## config.mk

```make
export PLATFORM = sky130hd
export DESIGN_NAME = multicycle_ctrl
export DESIGN_NICKNAME = d
export VERILOG_FILES = /design/src/rtl/multicycle_ctrl.sv
export SDC_FILE = /design/constraint.sdc
export NUM_CORES = 1
export LEC_CHECK = 0
export CAP_MARGIN = 20
export CORE_MARGIN = 5
export CORE_UTILIZATION = 38
export DETAILED_ROUTE_END_ITERATION = 8
export PLACE_DENSITY = 0.88
export SYNTH_ARGS = -nofsm -noshare
export SYNTH_HDL_FRONTEND = slang
export SYNTH_SLANG_ARGS = --single-unit
```

## constraint.sdc

```tcl
create_clock -name CLK -period 4.2 [get_ports CLK]
set_input_delay 0.42 -clock CLK [delete_from_list [all_inputs] [get_ports CLK]]
set_output_delay 0.42 -clock CLK [all_outputs]
set_load 0.05 [all_outputs]
```

## src/rtl/multicycle_ctrl.sv

```systemverilog
`default_nettype none
// ============================================================================
// Module      : multicycle_ctrl
// Description : Control FSM for a multicycle RV32I datapath. Sequences
//               FETCH/DECODE/EXEC/MEM/WB, times out stalled memory accesses
//               and traps illegal opcodes into a sticky FAULT state.
// Revision    : 1.0 - initial release
// ============================================================================
module multicycle_ctrl #(
  parameter int MEM_TIMEOUT = 16
) (
  input  logic        CLK,
  input  logic        RST,
  input  logic [31:0] INSN,
  input  logic        mem_ready,
  input  logic        branch_taken,
  output logic        ir_we,
  output logic        pc_we,
  output logic        rd_we,
  output logic        mem_re,
  output logic        mem_we,
  output logic        addr_sel,
  output logic        pc_next_sel,
  output logic        pc_alu_sel,
  output logic        sub_sra,
  output logic        retire,
  output logic        fault,
  output logic [1:0]  fault_code,
  output logic [2:0]  state
);

  // Counter holds 0..MEM_TIMEOUT-1; the last value plus another idle cycle is the timeout.
  localparam int                 c_cnt_w     = (MEM_TIMEOUT > 1) ? $clog2(MEM_TIMEOUT) : 1;
  localparam logic [c_cnt_w-1:0] c_wait_last = c_cnt_w'(MEM_TIMEOUT - 1);

  localparam logic [6:0] c_op_rtype  = 7'b0110011;
  localparam logic [6:0] c_op_ialu   = 7'b0010011;
  localparam logic [6:0] c_op_load   = 7'b0000011;
  localparam logic [6:0] c_op_store  = 7'b0100011;
  localparam logic [6:0] c_op_branch = 7'b1100011;
  localparam logic [6:0] c_op_jal    = 7'b1101111;
  localparam logic [6:0] c_op_jalr   = 7'b1100111;
  localparam logic [6:0] c_op_lui    = 7'b0110111;
  localparam logic [6:0] c_op_auipc  = 7'b0010111;

  typedef enum logic [2:0] {
    S_FETCH  = 3'd0,
    S_DECODE = 3'd1,
    S_EXEC   = 3'd2,
    S_MEM    = 3'd3,
    S_WB     = 3'd4,
    S_FAULT  = 3'd5
  } state_t;

  state_t               r_state;
  state_t               w_next;
  logic [c_cnt_w-1:0]   r_wait_cnt;
  logic [c_cnt_w-1:0]   w_wait_nxt;
  logic [1:0]           r_fault_code;
  logic [1:0]           w_code_nxt;
  logic                 r_br_taken;
  logic                 r_rel_seen;
  logic                 r_run;

  logic [6:0] w_opc;
  logic       w_is_rtype, w_is_ialu, w_is_load, w_is_store, w_is_branch;
  logic       w_is_jal, w_is_jalr, w_is_lui, w_is_auipc, w_legal;
  logic       w_rd_nz, w_alt_rtype, w_alt_ialu;
  logic       w_unused;

  assign w_opc       = INSN[6:0];
  assign w_is_rtype  = (w_opc == c_op_rtype);
  assign w_is_ialu   = (w_opc == c_op_ialu);
  assign w_is_load   = (w_opc == c_op_load);
  assign w_is_store  = (w_opc == c_op_store);
  assign w_is_branch = (w_opc == c_op_branch);
  assign w_is_jal    = (w_opc == c_op_jal);
  assign w_is_jalr   = (w_opc == c_op_jalr);
  assign w_is_lui    = (w_opc == c_op_lui);
  assign w_is_auipc  = (w_opc == c_op_auipc);
  assign w_legal     = w_is_rtype | w_is_ialu | w_is_load | w_is_store | w_is_branch |
                       w_is_jal | w_is_jalr | w_is_lui | w_is_auipc;
  assign w_rd_nz     = |INSN[11:7];
  // SLT/SLTU need a subtract; bit 30 selects SUB/SRA (shift-immediate only for I-type).
  assign w_alt_rtype = (~INSN[14] & INSN[13]) | INSN[30];
  assign w_alt_ialu  = (~INSN[14] & INSN[13]) | ((INSN[14:12] == 3'b101) & INSN[30]);
  assign w_unused    = ^{INSN[31], INSN[29:15]};

  assign state      = r_state;
  assign fault_code = r_fault_code;

  // State, wait counter and sticky fault code.
  always_ff @(posedge CLK or posedge RST) begin
    if (RST) begin
      r_state      <= S_FETCH;
      r_wait_cnt   <= '0;
      r_fault_code <= 2'b00;
    end else begin
      r_state      <= w_next;
      r_wait_cnt   <= w_wait_nxt;
      r_fault_code <= w_code_nxt;
    end
  end

  // Reset-release qualifier (fetch starts on the second edge) and branch flag capture.
  always_ff @(posedge CLK or posedge RST) begin
    if (RST) begin
      r_rel_seen <= 1'b0;
      r_run      <= 1'b0;
      r_br_taken <= 1'b0;
    end else begin
      r_rel_seen <= 1'b1;
      r_run      <= r_rel_seen;
      if (r_state == S_EXEC) begin
        r_br_taken <= branch_taken;
      end
    end
  end

  // Next-state and output decode; completion is tested before timeout so it wins.
  always_comb begin
    w_next      = r_state;
    w_wait_nxt  = '0;
    w_code_nxt  = r_fault_code;
    ir_we       = 1'b0;
    pc_we       = 1'b0;
    rd_we       = 1'b0;
    mem_re      = 1'b0;
    mem_we      = 1'b0;
    addr_sel    = 1'b0;
    pc_next_sel = 1'b0;
    pc_alu_sel  = 1'b0;
    sub_sra     = 1'b0;
    retire      = 1'b0;
    fault       = 1'b0;
    case (r_state)
      S_FETCH: begin
        if (r_run) begin
          mem_re = 1'b1;
          if (mem_ready) begin
            ir_we  = 1'b1;
            w_next = S_DECODE;
          end else if (r_wait_cnt == c_wait_last) begin
            w_next     = S_FAULT;
            w_code_nxt = 2'b01;
          end else begin
            w_wait_nxt = r_wait_cnt + c_cnt_w'(1);
          end
        end
      end
      S_DECODE: begin
        if (w_legal) begin
          w_next = S_EXEC;
        end else begin
          w_next     = S_FAULT;
          w_code_nxt = 2'b10;
        end
      end
      S_EXEC: begin
        if (w_is_rtype) begin
          sub_sra = w_alt_rtype;
        end else if (w_is_ialu) begin
          sub_sra = w_alt_ialu;
        end else if (w_is_branch) begin
          sub_sra = 1'b1;
        end
        w_next = (w_is_load | w_is_store) ? S_MEM : S_WB;
      end
      S_MEM: begin
        addr_sel = 1'b1;
        mem_re   = w_is_load;
        mem_we   = w_is_store;
        if (mem_ready) begin
          w_next = S_WB;
        end else if (r_wait_cnt == c_wait_last) begin
          w_next     = S_FAULT;
          w_code_nxt = 2'b01;
        end else begin
          w_wait_nxt = r_wait_cnt + c_cnt_w'(1);
        end
      end
      S_WB: begin
        pc_we  = 1'b1;
        retire = 1'b1;
        rd_we  = ~(w_is_store | w_is_branch) & w_rd_nz;
        if (w_is_jal || (w_is_branch && r_br_taken)) begin
          pc_next_sel = 1'b1;
          pc_alu_sel  = 1'b1;
        end else if (w_is_jalr) begin
          pc_next_sel = 1'b1;
        end
        w_next = S_FETCH;
      end
      S_FAULT: begin
        fault = 1'b1;
      end
      default: begin
        w_next = S_FETCH;
      end
    endcase
  end

endmodule
`default_nettype wire

```

==> flow_summary.yaml <==
outcome:
  status: "completed"
routing:
  drt_iter0_drc: 21
  routed_wl_mm: 2.07
  num_vias: 838
  drc_errors: 0
  top_layer_used: "met4"
  via_per_inst: 5.27
  m1WireLength_microns: 901
  wl_per_cell_microns: 13.0
  route.met3.wl_microns: 187
  dr.pass1.iters: 4
  postRouteAntennaNets: 0
  dr_wl_met2_microns: 968
die:
  core_sq_mm: 0.00200
  start_util: 0.404
  die_y_microns: 56.2
  io_pins: 52
  num_rows: 16
  dieArea_sq_mm: 0.00315
  die_w_microns: 56.2
synth:
  synth.distinct_cells: 38
  yosysWarnings: 0
  synth_area_leaders: "dfrtp_1 37%, nor2_1 6.0%, nand2_1 5.1%"
  netlist_area_sq_um: 810
  synth_nets: 135
  synth_top_area_cell: "dfrtp_1"
  syn_inst: 98
  synth_top_area_frac: 0.371
  synth-seq-cells: 12
  ys_seq_area_frac: 0.371
  syn_avg_cell_area_sq_um: 8.26
critical_path:
  critPathMaxFanout: 6
  critical_path_class: "input pin to primary output"
  crit_required_ns: 3.78
  cp-start-kind: "input pin"
  endpoint_kind: "primary output"
  reg2reg_from: "r_wait_cnt[0]"
  arrival_ns: 2.68
  crit_path_start: "INSN[3]"
clock_tree:
  holdBufCountCts: 0
  cts_buffers: 3
  root_buffer: "clkbuf_4"
  cts.sinks: 12
  cts_tree: "built"
  clk_latency_ns: 0.27
  post_cts_buffers: 0
  clockBufferDepth: 2
  cts.reportedPaths.clkPinSlew_ns: 0.06
  h-tree-depth: 1
  cts-resized-gates: 0
flow_run:
  maxCapViolations: 0
sta:
  grt_setup_unrepaired: "no"
  finClkSkew_ns: 0.00711
  final-setup-viol-count: 0
  worst_pin_slew_ns: 0.507
  finalHoldViolations: 0
  drv_slew: 0
  relSlewSlack: 0.661
  period_needed_ns: 3.10
  max_freq_ghz: 0.323
  fin_crit_sh: 0.738
  fin_ws_ns: 1.10
  fin_tns_setup_ns: 0
  hold_slack_ns: 0.356
global_routing:
  antenna_found_initial: 0
  grt_pass1_vias: 820
  track_usage: 0.140
  grt_max_degree: 16
  grt_first_pass_wirelength_mm: 3.63
  grt_overflow: 0
placement:
  numPortBuffers: 35
  dpl_worst_slack_ns: 1.10
  hpwl_mm: 1.71
  gp_congestion: 0.836
  place_inst: 156
  place_area_sq_mm: 0.00117
final_layout:
  fin_area_sq_mm: 0.00119
  final-instance-count-excl-fill: 159
  area_growth_syn_to_layout_pct: 47.1
  diodes: 0
  final_util: 0.595
  multi_input_area_sq_um: 458
  nets: 171
  layout-drive-gt1-share: 0.0833
  nFillCells: 191
  final-seq-area_sq_um: 300
power:
  total_power_mw: 0.542
  leakage_nw: 0.476
  power_density_mw_per_mm2: 455
  ir_drop_mv: 0.286
worst_hold_path:
  hp-class: "flop to flop"
  min_from: "r_rel_seen"
## cells in the final DEF (no fill, tap or decap), drive strengths merged, types with 2 or more instances in the layout
cell type,instances
a21oi,7
and3,2
clkbuf,3
clkdlybuf4s50,35
dfrtp,12
inv,7
nand2,11
nand2b,3
nand3,5
nor2,14
nor3,4
nor3b,2
nor4,2
o21ai,2
o31ai,2
or4,3
## path summary, 6_finish.rpt
| check | end | slack [ns] | cells after the start |
|---|---|---|---|
| max | mem_re | 1.10 | 6 |
| max in group asynchronous | r_wait_cnt[2] | 3.44 | 2 |
| min in group asynchronous | fault_code[0] | 0.45 | 2 |
| min reg2reg | r_run | 0.36 | 0 |
| min | r_run | 0.36 | 0 |
| max reg2reg | state[2] | 2.61 | 6 |
## synthesized netlist by cell type
master,number
nand4_1,1
a31oi_1,1
xor2_1,1
a211o_1,1
mux2_2,1
o21ai_0,2
clkbuf_2,1
a21oi_1,7
o22ai_1,1
nand3_1,5
and2_1,1
xnor2_1,1
nor4_1,2
conb_1,1
nor2_2,1
or4_1,2
a211oi_1,1
ha_1,1
a41oi_1,1
a21o_1,1
and3_1,2
nor2_1,13
nor2b_1,1
or3_1,1
o311ai_2,1
o22a_1,1
buf_4,2
nor3_2,1
nand2b_1,3
nor3b_1,2
o32ai_2,1
buf_2,1
or4_4,1
o31ai_2,2
nor3_1,3
inv_1,7
dfrtp_1,12
nand2_1,11
## area by class of cell
| type | instances | share of cell area |
|---|---|---|
| Timing Repair Buffer | 35 | 0.294 |
| Sequential cell | 12 | 0.252 |
| Clock buffer | 3 | 0.0189 |
| Tap cell | 27 | 0.0284 |
| Inverter | 7 | 0.0221 |
| Multi-Input combinational cell | 75 | 0.384 |
## logic make-up (layout without fill, tap and decap cells)
logic type / Yosys count / in the layout / synth area share
buffers and inverters: 11 / 45 / 0.0634
xor gates and xnor gates: 2 / 2 / 0.0216
and+or+nand+nor: 50 / 50 / 0.317
AOI/OAI and AO/OA: 20 / 20 / 0.193
other: 1 / 1 / 0.00463
adders and majority gates: 1 / 1 / 0.0155
muxes: 1 / 1 / 0.0139
DFF: 12 / 12 / 0.371
## worst max-delay path, stage by stage
cell,delay (ns)
clkdlybuf4s50_1,0.51
or4_4,0.60
nor2_2,0.12
nand2_1,0.06
a21oi_1,0.13
clkdlybuf4s50_1,0.83
## report_power, final
| group | switching [mW] | internal [mW] | leakage, nW |
|---|---|---|---|
| Sequential | 0.0428 | 0.133 | 0.150 |
| Clock | 0.0336 | 0.0331 | 0.0138 |
| Combinational | 0.189 | 0.110 | 0.313 |
## routing by layer
| layer | vias to the layer above | GRT usage |
|---|---|---|
| met5 | - | 0 |
| met4 | 0 | 0.0407 |
| met3 | 2 | 0.0534 |
| met2 | 37 | 0.237 |
| met1 | 378 | 0.162 |
| li1 | 421 | - |
## flip-flops by register name, indices dropped and copies added, names as in the netlist
name        cells
fault_code      2
r_br_taken      1
r_rel_seen      1
r_run           1
r_wait_cnt      4
state           3
Note: power is estimated with default switching activity, not from simulation.
